<file path="src/rtl/fifo_ptr_bank_pkg.sv">
// fifo_pkg: shared types and helpers for the multi-channel FIFO pointer bank.
//   ptr_width() : pointer/level width for a given per-channel address width
//                 (one extra MSB distinguishes full from empty).
//   ch_width()  : channel-select width, never narrower than 1 bit.
//   ptr_t/level_t : default-sized pointer and level types.
//   flag_idx_e  : bit positions of the per-channel status flag vector.
package fifo_pkg;

  function automatic int ptr_width(input int addr_width);
    return addr_width + 1;
  endfunction

  function automatic int ch_width(input int num_ch);
    return (num_ch > 1) ? $clog2(num_ch) : 1;
  endfunction

  localparam int DEF_ADDR_WIDTH = 4;

  typedef logic [ptr_width(DEF_ADDR_WIDTH)-1:0] ptr_t;
  typedef logic [ptr_width(DEF_ADDR_WIDTH)-1:0] level_t;

  typedef enum logic [1:0] {
    EMPTY  = 2'd0,
    FULL   = 2'd1,
    AFULL  = 2'd2,
    AEMPTY = 2'd3
  } flag_idx_e;

endpackage

</file>
<file path="src/rtl/fifo_ptr_chan.sv">
// fifo_ptr_chan: one logical FIFO's write/read pointers, fill level, status
// flags and sticky overflow/underflow errors.
// Optional feature macro: FIFO_PTR_BANK_WATERMARK_EN (adds hwm_clr / hwm).
// Ports:
//   clk, reset_n        clock, asynchronous active-low reset
//   push_req, pop_req   push/pop addressed to this channel
//   flush               drop contents (rptr <- wptr), dominates push/pop
//   err_clr             clear sticky ovf/unf (a same-cycle error wins)
//   wr_ok, rd_ok        push/pop accepted this cycle
//   wr_idx, rd_idx      RAM address bits of the write/read pointers
//   level               fill count; empty/full/afull/aempty flags
//   ovf, unf            sticky overflow/underflow
//   hwm_clr, hwm        watermark clear / max level (feature only)
module fifo_ptr_chan
  import fifo_pkg::*;
#(
  parameter int ADDR_WIDTH    = 4,
  parameter int AFULL_THRESH  = 2**ADDR_WIDTH - 2,
  parameter int AEMPTY_THRESH = 2
) (
  input  logic                  clk,
  input  logic                  reset_n,
  input  logic                  push_req,
  input  logic                  pop_req,
  input  logic                  flush,
  input  logic                  err_clr,
`ifdef FIFO_PTR_BANK_WATERMARK_EN
  input  logic                  hwm_clr,
  output logic [ADDR_WIDTH:0]   hwm,
`endif
  output logic                  wr_ok,
  output logic                  rd_ok,
  output logic [ADDR_WIDTH-1:0] wr_idx,
  output logic [ADDR_WIDTH-1:0] rd_idx,
  output logic [ADDR_WIDTH:0]   level,
  output logic                  empty,
  output logic                  full,
  output logic                  afull,
  output logic                  aempty,
  output logic                  ovf,
  output logic                  unf
);

  typedef logic [ptr_width(ADDR_WIDTH)-1:0] cptr_t;

  localparam cptr_t DEPTH    = cptr_t'(1 << ADDR_WIDTH);
  localparam cptr_t AF_LIM   = cptr_t'(AFULL_THRESH);
  localparam cptr_t AE_LIM   = cptr_t'(AEMPTY_THRESH);
  // Reset state: empty and (level 0 <= threshold) almost-empty.
  localparam logic [3:0] FLAGS_RST = 4'b1001;

  cptr_t      wptr_p0, rptr_p0, level_p0;
  cptr_t      wptr_p1, rptr_p1, level_p1;
  logic [3:0] flags_p0, flags_p1;
  logic       ovf_p0, unf_p0, ovf_p1, unf_p1;

  // Stage p0: acceptance from registered flags, next pointers and flags
  always_comb begin
    flags_p0 = '0;
    wr_ok    = push_req & ~flags_p1[FULL]  & ~flush;
    rd_ok    = pop_req  & ~flags_p1[EMPTY] & ~flush;
    wptr_p0  = wptr_p1 + cptr_t'(wr_ok);
    rptr_p0  = flush ? wptr_p1 : rptr_p1 + cptr_t'(rd_ok);
    // Modular subtraction; the extra MSB makes a full FIFO read as DEPTH.
    level_p0 = wptr_p0 - rptr_p0;
    flags_p0[EMPTY]  = (level_p0 == '0);
    flags_p0[FULL]   = (level_p0 == DEPTH);
    flags_p0[AFULL]  = (level_p0 >= AF_LIM);
    flags_p0[AEMPTY] = (level_p0 <= AE_LIM);
    // Flush-caused rejections are intentional and never flagged.
    ovf_p0 = (ovf_p1 & ~err_clr) | (push_req & flags_p1[FULL]  & ~flush);
    unf_p0 = (unf_p1 & ~err_clr) | (pop_req  & flags_p1[EMPTY] & ~flush);
  end

  // Stage p1: registered pointers, level and flags
  always_ff @(posedge clk or negedge reset_n) begin
    if (!reset_n) begin
      wptr_p1  <= '0;
      rptr_p1  <= '0;
      level_p1 <= '0;
      flags_p1 <= FLAGS_RST;
      ovf_p1   <= 1'b0;
      unf_p1   <= 1'b0;
    end else begin
      wptr_p1  <= wptr_p0;
      rptr_p1  <= rptr_p0;
      level_p1 <= level_p0;
      flags_p1 <= flags_p0;
      ovf_p1   <= ovf_p0;
      unf_p1   <= unf_p0;
    end
  end

`ifdef FIFO_PTR_BANK_WATERMARK_EN
  cptr_t hwm_p1;

  always_ff @(posedge clk or negedge reset_n) begin
    if (!reset_n) begin
      hwm_p1 <= '0;
    end else if (hwm_clr || (level_p0 > hwm_p1)) begin
      hwm_p1 <= level_p0;
    end
  end

  assign hwm = hwm_p1;
`endif

  assign wr_idx = wptr_p1[ADDR_WIDTH-1:0];
  assign rd_idx = rptr_p1[ADDR_WIDTH-1:0];
  assign level  = level_p1;
  assign empty  = flags_p1[EMPTY];
  assign full   = flags_p1[FULL];
  assign afull  = flags_p1[AFULL];
  assign aempty = flags_p1[AEMPTY];
  assign ovf    = ovf_p1;
  assign unf    = unf_p1;

endmodule

</file>
<file path="src/rtl/fifo_ptr_bank.sv">
// fifo_ptr_bank: single-clock pointer controller for NUM_CH logical FIFOs
// sharing one RAM partitioned by channel index (address = {ch, ptr}).
// Optional feature macro: FIFO_PTR_BANK_WATERMARK_EN (adds hwm_clr / hwm).
// Ports:
//   clk, reset_n               clock, asynchronous active-low reset
//   push, push_ch              one push per cycle on any channel
//   pop, pop_ch                one pop per cycle on any channel
//   flush[NUM_CH]              per-channel flush
//   err_clr                    clear all sticky errors
//   wr_en, wr_addr             RAM write strobe/address (combinational)
//   rd_en, rd_addr             RAM read strobe/address (combinational)
//   level                      packed per-channel fill counts
//   empty/full/afull/aempty    per-channel flags
//   ovf/unf                    per-channel sticky overflow/underflow
//   hwm_clr, hwm               watermark clear / packed max levels (feature only)
module fifo_ptr_bank
  import fifo_pkg::*;
#(
  parameter int NUM_CH        = 4,
  parameter int ADDR_WIDTH    = 4,
  parameter int AFULL_THRESH  = 2**ADDR_WIDTH - 2,
  parameter int AEMPTY_THRESH = 2,
  localparam int CH_W         = ch_width(NUM_CH),
  localparam int LW           = ptr_width(ADDR_WIDTH)
) (
  input  logic                       clk,
  input  logic                       reset_n,
  input  logic                       push,
  input  logic [CH_W-1:0]            push_ch,
  input  logic                       pop,
  input  logic [CH_W-1:0]            pop_ch,
  input  logic [NUM_CH-1:0]          flush,
  input  logic                       err_clr,
`ifdef FIFO_PTR_BANK_WATERMARK_EN
  input  logic                       hwm_clr,
  output logic [NUM_CH*LW-1:0]       hwm,
`endif
  output logic                       wr_en,
  output logic [CH_W+ADDR_WIDTH-1:0] wr_addr,
  output logic                       rd_en,
  output logic [CH_W+ADDR_WIDTH-1:0] rd_addr,
  output logic [NUM_CH*LW-1:0]       level,
  output logic [NUM_CH-1:0]          empty,
  output logic [NUM_CH-1:0]          full,
  output logic [NUM_CH-1:0]          afull,
  output logic [NUM_CH-1:0]          aempty,
  output logic [NUM_CH-1:0]          ovf,
  output logic [NUM_CH-1:0]          unf
);

  // Slot arrays cover every encodable channel index so the address muxes
  // never index out of range; slots beyond NUM_CH are tied off.
  localparam int NSLOT = 1 << CH_W;

  logic [NSLOT-1:0]      wr_ok_v, rd_ok_v;
  logic [ADDR_WIDTH-1:0] wr_idx_v [NSLOT];
  logic [ADDR_WIDTH-1:0] rd_idx_v [NSLOT];

  for (genvar g = 0; g < NSLOT; g++) begin : g_slot
    if (g < NUM_CH) begin : g_chan
      fifo_ptr_chan #(
        .ADDR_WIDTH    (ADDR_WIDTH),
        .AFULL_THRESH  (AFULL_THRESH),
        .AEMPTY_THRESH (AEMPTY_THRESH)
      ) u_chan (
        .clk      (clk),
        .reset_n  (reset_n),
        .push_req (push & (push_ch == CH_W'(g))),
        .pop_req  (pop  & (pop_ch  == CH_W'(g))),
        .flush    (flush[g]),
        .err_clr  (err_clr),
`ifdef FIFO_PTR_BANK_WATERMARK_EN
        .hwm_clr  (hwm_clr),
        .hwm      (hwm[g*LW +: LW]),
`endif
        .wr_ok    (wr_ok_v[g]),
        .rd_ok    (rd_ok_v[g]),
        .wr_idx   (wr_idx_v[g]),
        .rd_idx   (rd_idx_v[g]),
        .level    (level[g*LW +: LW]),
        .empty    (empty[g]),
        .full     (full[g]),
        .afull    (afull[g]),
        .aempty   (aempty[g]),
        .ovf      (ovf[g]),
        .unf      (unf[g])
      );
    end else begin : g_pad
      assign wr_ok_v[g]  = 1'b0;
      assign rd_ok_v[g]  = 1'b0;
      assign wr_idx_v[g] = '0;
      assign rd_idx_v[g] = '0;
    end
  end

  // At most one channel can accept each request, so OR-reduction is the mux.
  assign wr_en   = |wr_ok_v;
  assign rd_en   = |rd_ok_v;
  assign wr_addr = {push_ch, wr_idx_v[push_ch]};
  assign rd_addr = {pop_ch,  rd_idx_v[pop_ch]};

endmodule

</file>
<file path="config.mk">
export PLATFORM = sky130hd
export DESIGN_NAME = fifo_ptr_bank
export DESIGN_NICKNAME = d
export VERILOG_FILES = /design/src/rtl/fifo_ptr_bank_pkg.sv /design/src/rtl/fifo_ptr_chan.sv /design/src/rtl/fifo_ptr_bank.sv
export SDC_FILE = /design/constraint.sdc
export NUM_CORES = 1
export LEC_CHECK = 0
export ABC_AREA = 1
export CELL_PAD_IN_SITES_DETAIL_PLACEMENT = 1
export CELL_PAD_IN_SITES_GLOBAL_PLACEMENT = 1
export CORE_ASPECT_RATIO = 0.75
export CORE_MARGIN = 1
export CORE_UTILIZATION = 35
export DETAILED_ROUTE_END_ITERATION = 8
export GPL_TIMING_DRIVEN = 0
export PLACE_DENSITY = 0.75
export SLEW_MARGIN = 20
export SYNTH_ARGS = -nofsm -noshare
export SYNTH_HDL_FRONTEND = slang
export SYNTH_SLANG_ARGS = --single-unit
</file>
<file path="constraint.sdc">
create_clock -name clk -period 5.6 [get_ports clk]
set_input_delay 1.68 -clock clk [delete_from_list [all_inputs] [get_ports clk]]
set_output_delay 1.68 -clock clk [all_outputs]
set_load 0.05 [all_outputs]
</file>
==> results of run 1 <==
-- worst register-to-register path, cell delays in order (launching register included) --
cell      delay [ns]
dfstp_2         0.56
nor2_1          0.07
ha_1            0.19
ha_1            0.27
inv_1           0.03
o21ai_0         0.39
inv_1           0.09
ha_1            0.29
a21oi_1         0.15
nand2_1         0.09
nand2_1         0.07
nand2_1         0.06
nand2_2         0.07
nand3b_1        0.11
nor2_1          0.12
-- power by group --
part           internal (mW)  switching (mW)  total, mW
sequential             0.863           0.171       1.03
clock                  0.426           0.249      0.675
combinational          0.745            1.46       2.20
total                   2.03            1.88       3.91
-- layout by cell type, fill, tap and decap left out, types with 3 or more instances in the layout --
master and instances:
o221ai_1 4, buf_4 29, xnor2_1 5, inv_2 9, o22ai_1 8, nand2_1 143, nor2_1 31, nand2_2 11
nand3_1 68, inv_1 98, nand4_1 11, dfrtp_1 76, clkdlybuf4s50_1 64, clkbuf_8 3, o21ai_0 8, clkbuf_16 9
dfstp_2 8, xor2_1 8, ha_1 29, a22oi_1 8, nand3_2 11, xor2_2 3, and2_1 4
-- timing repair --
item                                    4_1_cts  5_1_grt
resized for setup                             2        3
endpoints found under the setup margin        2        3
buffers inserted                              0        0
-- path summary, 6_finish.rpt --
| check | startpoint | endpoint | slack [ns] | cells after the start |
|---|---|---|---|---|
| setup / recovery | pop_ch[1] | rd_en | 0.14 | 7 |
| hold / removal | g_slot[0].g_chan.u_chan.flags_p1[0] | g_slot[0].g_chan.u_chan.unf | 0.53 | 2 |
| setup reg to reg | g_slot[3].g_chan.u_chan.flags_p1[0] | g_slot[3].g_chan.u_chan.flags_p1[1] | 2.97 | 14 |
| max in group asynchronous | reset_n | g_slot[2].g_chan.u_chan.flags_p1[0] | 3.61 | 2 |
| min in group asynchronous | reset_n | g_slot[0].g_chan.u_chan.level[4] | 1.31 | 1 |
| hold reg to reg | g_slot[0].g_chan.u_chan.flags_p1[0] | g_slot[0].g_chan.u_chan.unf | 0.53 | 2 |
-- sequential cells by signal, indices dropped and copies added, names as in the netlist --
signal and count:
g_slot.g_chan.u_chan.flags_p1 16, g_slot.g_chan.u_chan.level 20, g_slot.g_chan.u_chan.wptr_p1 20, g_slot.g_chan.u_chan.rptr_p1 20, g_slot.g_chan.u_chan.ovf 4, g_slot.g_chan.u_chan.unf 4
-- logic make-up (layout without fill, tap and decap cells) --
group           Yosys count  after routing
fa+ha+maj                30             30
simple gates            286            286
flops                    84             84
buf+inv                 138            224
xor+xnor                 17             17
compound gates           37             37
-- area by class of cell --
type	count	area [um2]	share of cell area
Tap cell	171	214	0.0348
Inverter	107	402	0.0654
Sequential cell	84	2110	0.344
Buffer	31	230	0.0375
Timing Repair Buffer	70	719	0.117
Clock buffer	12	267	0.0434
Clock inverter	4	70.1	0.0114
Multi-Input combinational cell	370	2130	0.347
-- stage by stage --
stage               setup TNS [ns]  hold slack (ns)   util  cell area, um2  setup slack, ns
floorplan                        0            0.494      -            4870             1.16
global placement            -20.96            0.515  0.435            5780           -0.282
detailed placement          -0.176            0.525  0.437            5800           -0.132
CTS                              0            0.534  0.462            6140           0.0831
global route                     0            0.548  0.462            6140           0.0180
finish                           0            0.531  0.462            6140            0.137
-- synthesized netlist by cell type, types with 2 or more instances --
cell        n
a22oi_1     8
nand3_2    11
nand3b_1    2
inv_2       9
xor2_1      8
xnor2_1     5
nor3_1      2
dfstp_2     8
nand4_1    11
nand3_1    68
nand2_1   143
a21oi_1     2
ha_1       29
o22ai_1     8
inv_1      98
and2_1      4
xor2_2      3
nand2_2    11
o221ai_1    4
buf_4      28
o21ai_0     8
nor2_1     31
o21bai_1    2
dfrtp_1    76
o21bai_2    2
-- routing by layer --
metal / part of all wire / GRT usage / vias up
met3: 0.051 / 0.0525 / 10
met1: 0.46 / 0.260 / 1992
met5: 0 / 0 / -
met2: 0.48 / 0.331 / 79
li1: - / - / 2021
met4: 0.0086 / 0.0433 / 0
==> reports/results.ini, run 1 <==
[global_routing]
grt_max_degree = 48
overflow = 0
grt_usage = 0.199
grt_pass1_vias = 4210
antenna_found_initial = 0
grt_pass1_wl_um = 22000

[routing]
first_pass_iters = 6
remaining_drc_errors = 12
via_count = 4102
via_per_inst = 4.83
routedWlPerCell_um = 15.6
drtIter0Drc = 348
ant_nets = 0
drt-total-wl_um = 13300

[layout]
fin_cells = 849
diodes = 0
nets = 716
syn2layout_area_growth_pct = 26.1
fillerInstances = 1580
drive_gt1_frac = 0.140

[timing]
max_freq_ghz = 0.183
final-setup-viol-count = 0
finalCritPeriodShare = 0.976
clock_skew_ns = 0.00913
drv_slew = 0
max_slew.worst_pin.slew_ns = 0.559
slew_headroom = 0.628
rsz0062_at_grt = false
post-route-min-period_ns = 5.46
hold_violations = 0

[placement]
dp.cells = 833
gp_congestion = 0.866
io_buffer_count = 69
dp_hpwl_um = 10400

[die]
die_h_um = 104
ios = 71
fp.dieArea_mm2 = 0.0144
core_area_mm2 = 0.0133
fp-row-count = 36
start_util = 0.367
die_x_um = 138

[synth]
async_reset_ff_frac = 1.00
synth_compound_area_frac = 0.0529
synth_top_family_by_area = simple AND/OR/NAND/NOR gates
synthXorXnorAreaFrac = 0.0367
yosysTopAreaCell = dfrtp_1
yosys.area_share.simple = 0.269
ys_warn_count = 0
yosys.area_share.adder = 0.0786
synth.avg_cell_area_um2 = 8.23
ys_seq_area_frac = 0.433
synth_fp_nets = 635
syn_area_mm2 = 0.00487
synth_mux_area_frac = 0
synth_edf_count = 0
synthFlopType = dfrtp_1
synth_area_leaders = dfrtp_1 (39%), nand2_1 (11%), inv_1 (7.5%)
syn-instance-count = 592
synth-seq-cells = 84
ys_types = 36
synth_top_area_share = 0.390

[clock_network]
numCtsBuffers = 9
clock_path_buffers = 2
cts_tree = done
path_clk_slew_ns = 0.06
cts_hold_buf = 0
h-tree-depth = 3
clock-root-buffer = clkbuf_16
clock_sinks = 84
clk_latency_ns = 0.36

[worst_setup_path]
path_class = in -> out
path_buf_inv = 3
arrival_ns = 3.78
cp-end-kind = primary output
path_cells = clkdlybuf4s50_1 -> inv_1 -> nor2_1 -> nand3_1 -> nor2_1 -> a2111o_1 -> clkdlybuf4s15_1
cp_top_family = buffers and inverters
critPathMaxStageDelay_ns = 0.66
cpMostUsedCell = nor2_1
crit_slowest_cell = clkdlybuf4s50_1
required_ns = 3.92
crit_fanout = 8
cp-start-kind = input pin

[job]
cap_violations = 0

[worst_hold_path]
hp-class = reg -> reg

[outcome]
status = complete, but fails checks
violations = DRC

[power]
peakVddDrop_mv = 0.220
power_density_mw_per_mm2 = 637
p_leak_nw = 3.18
p_total_mw = 3.91

No activity file was read; power rests on OpenSTA's default activity.
==> run 2, diff against run 1 <==
CAP_MARGIN = 20   (was not set)
==> results of run 2 <==
The final DEF is identical to that of run 1; final timing and power are the same.
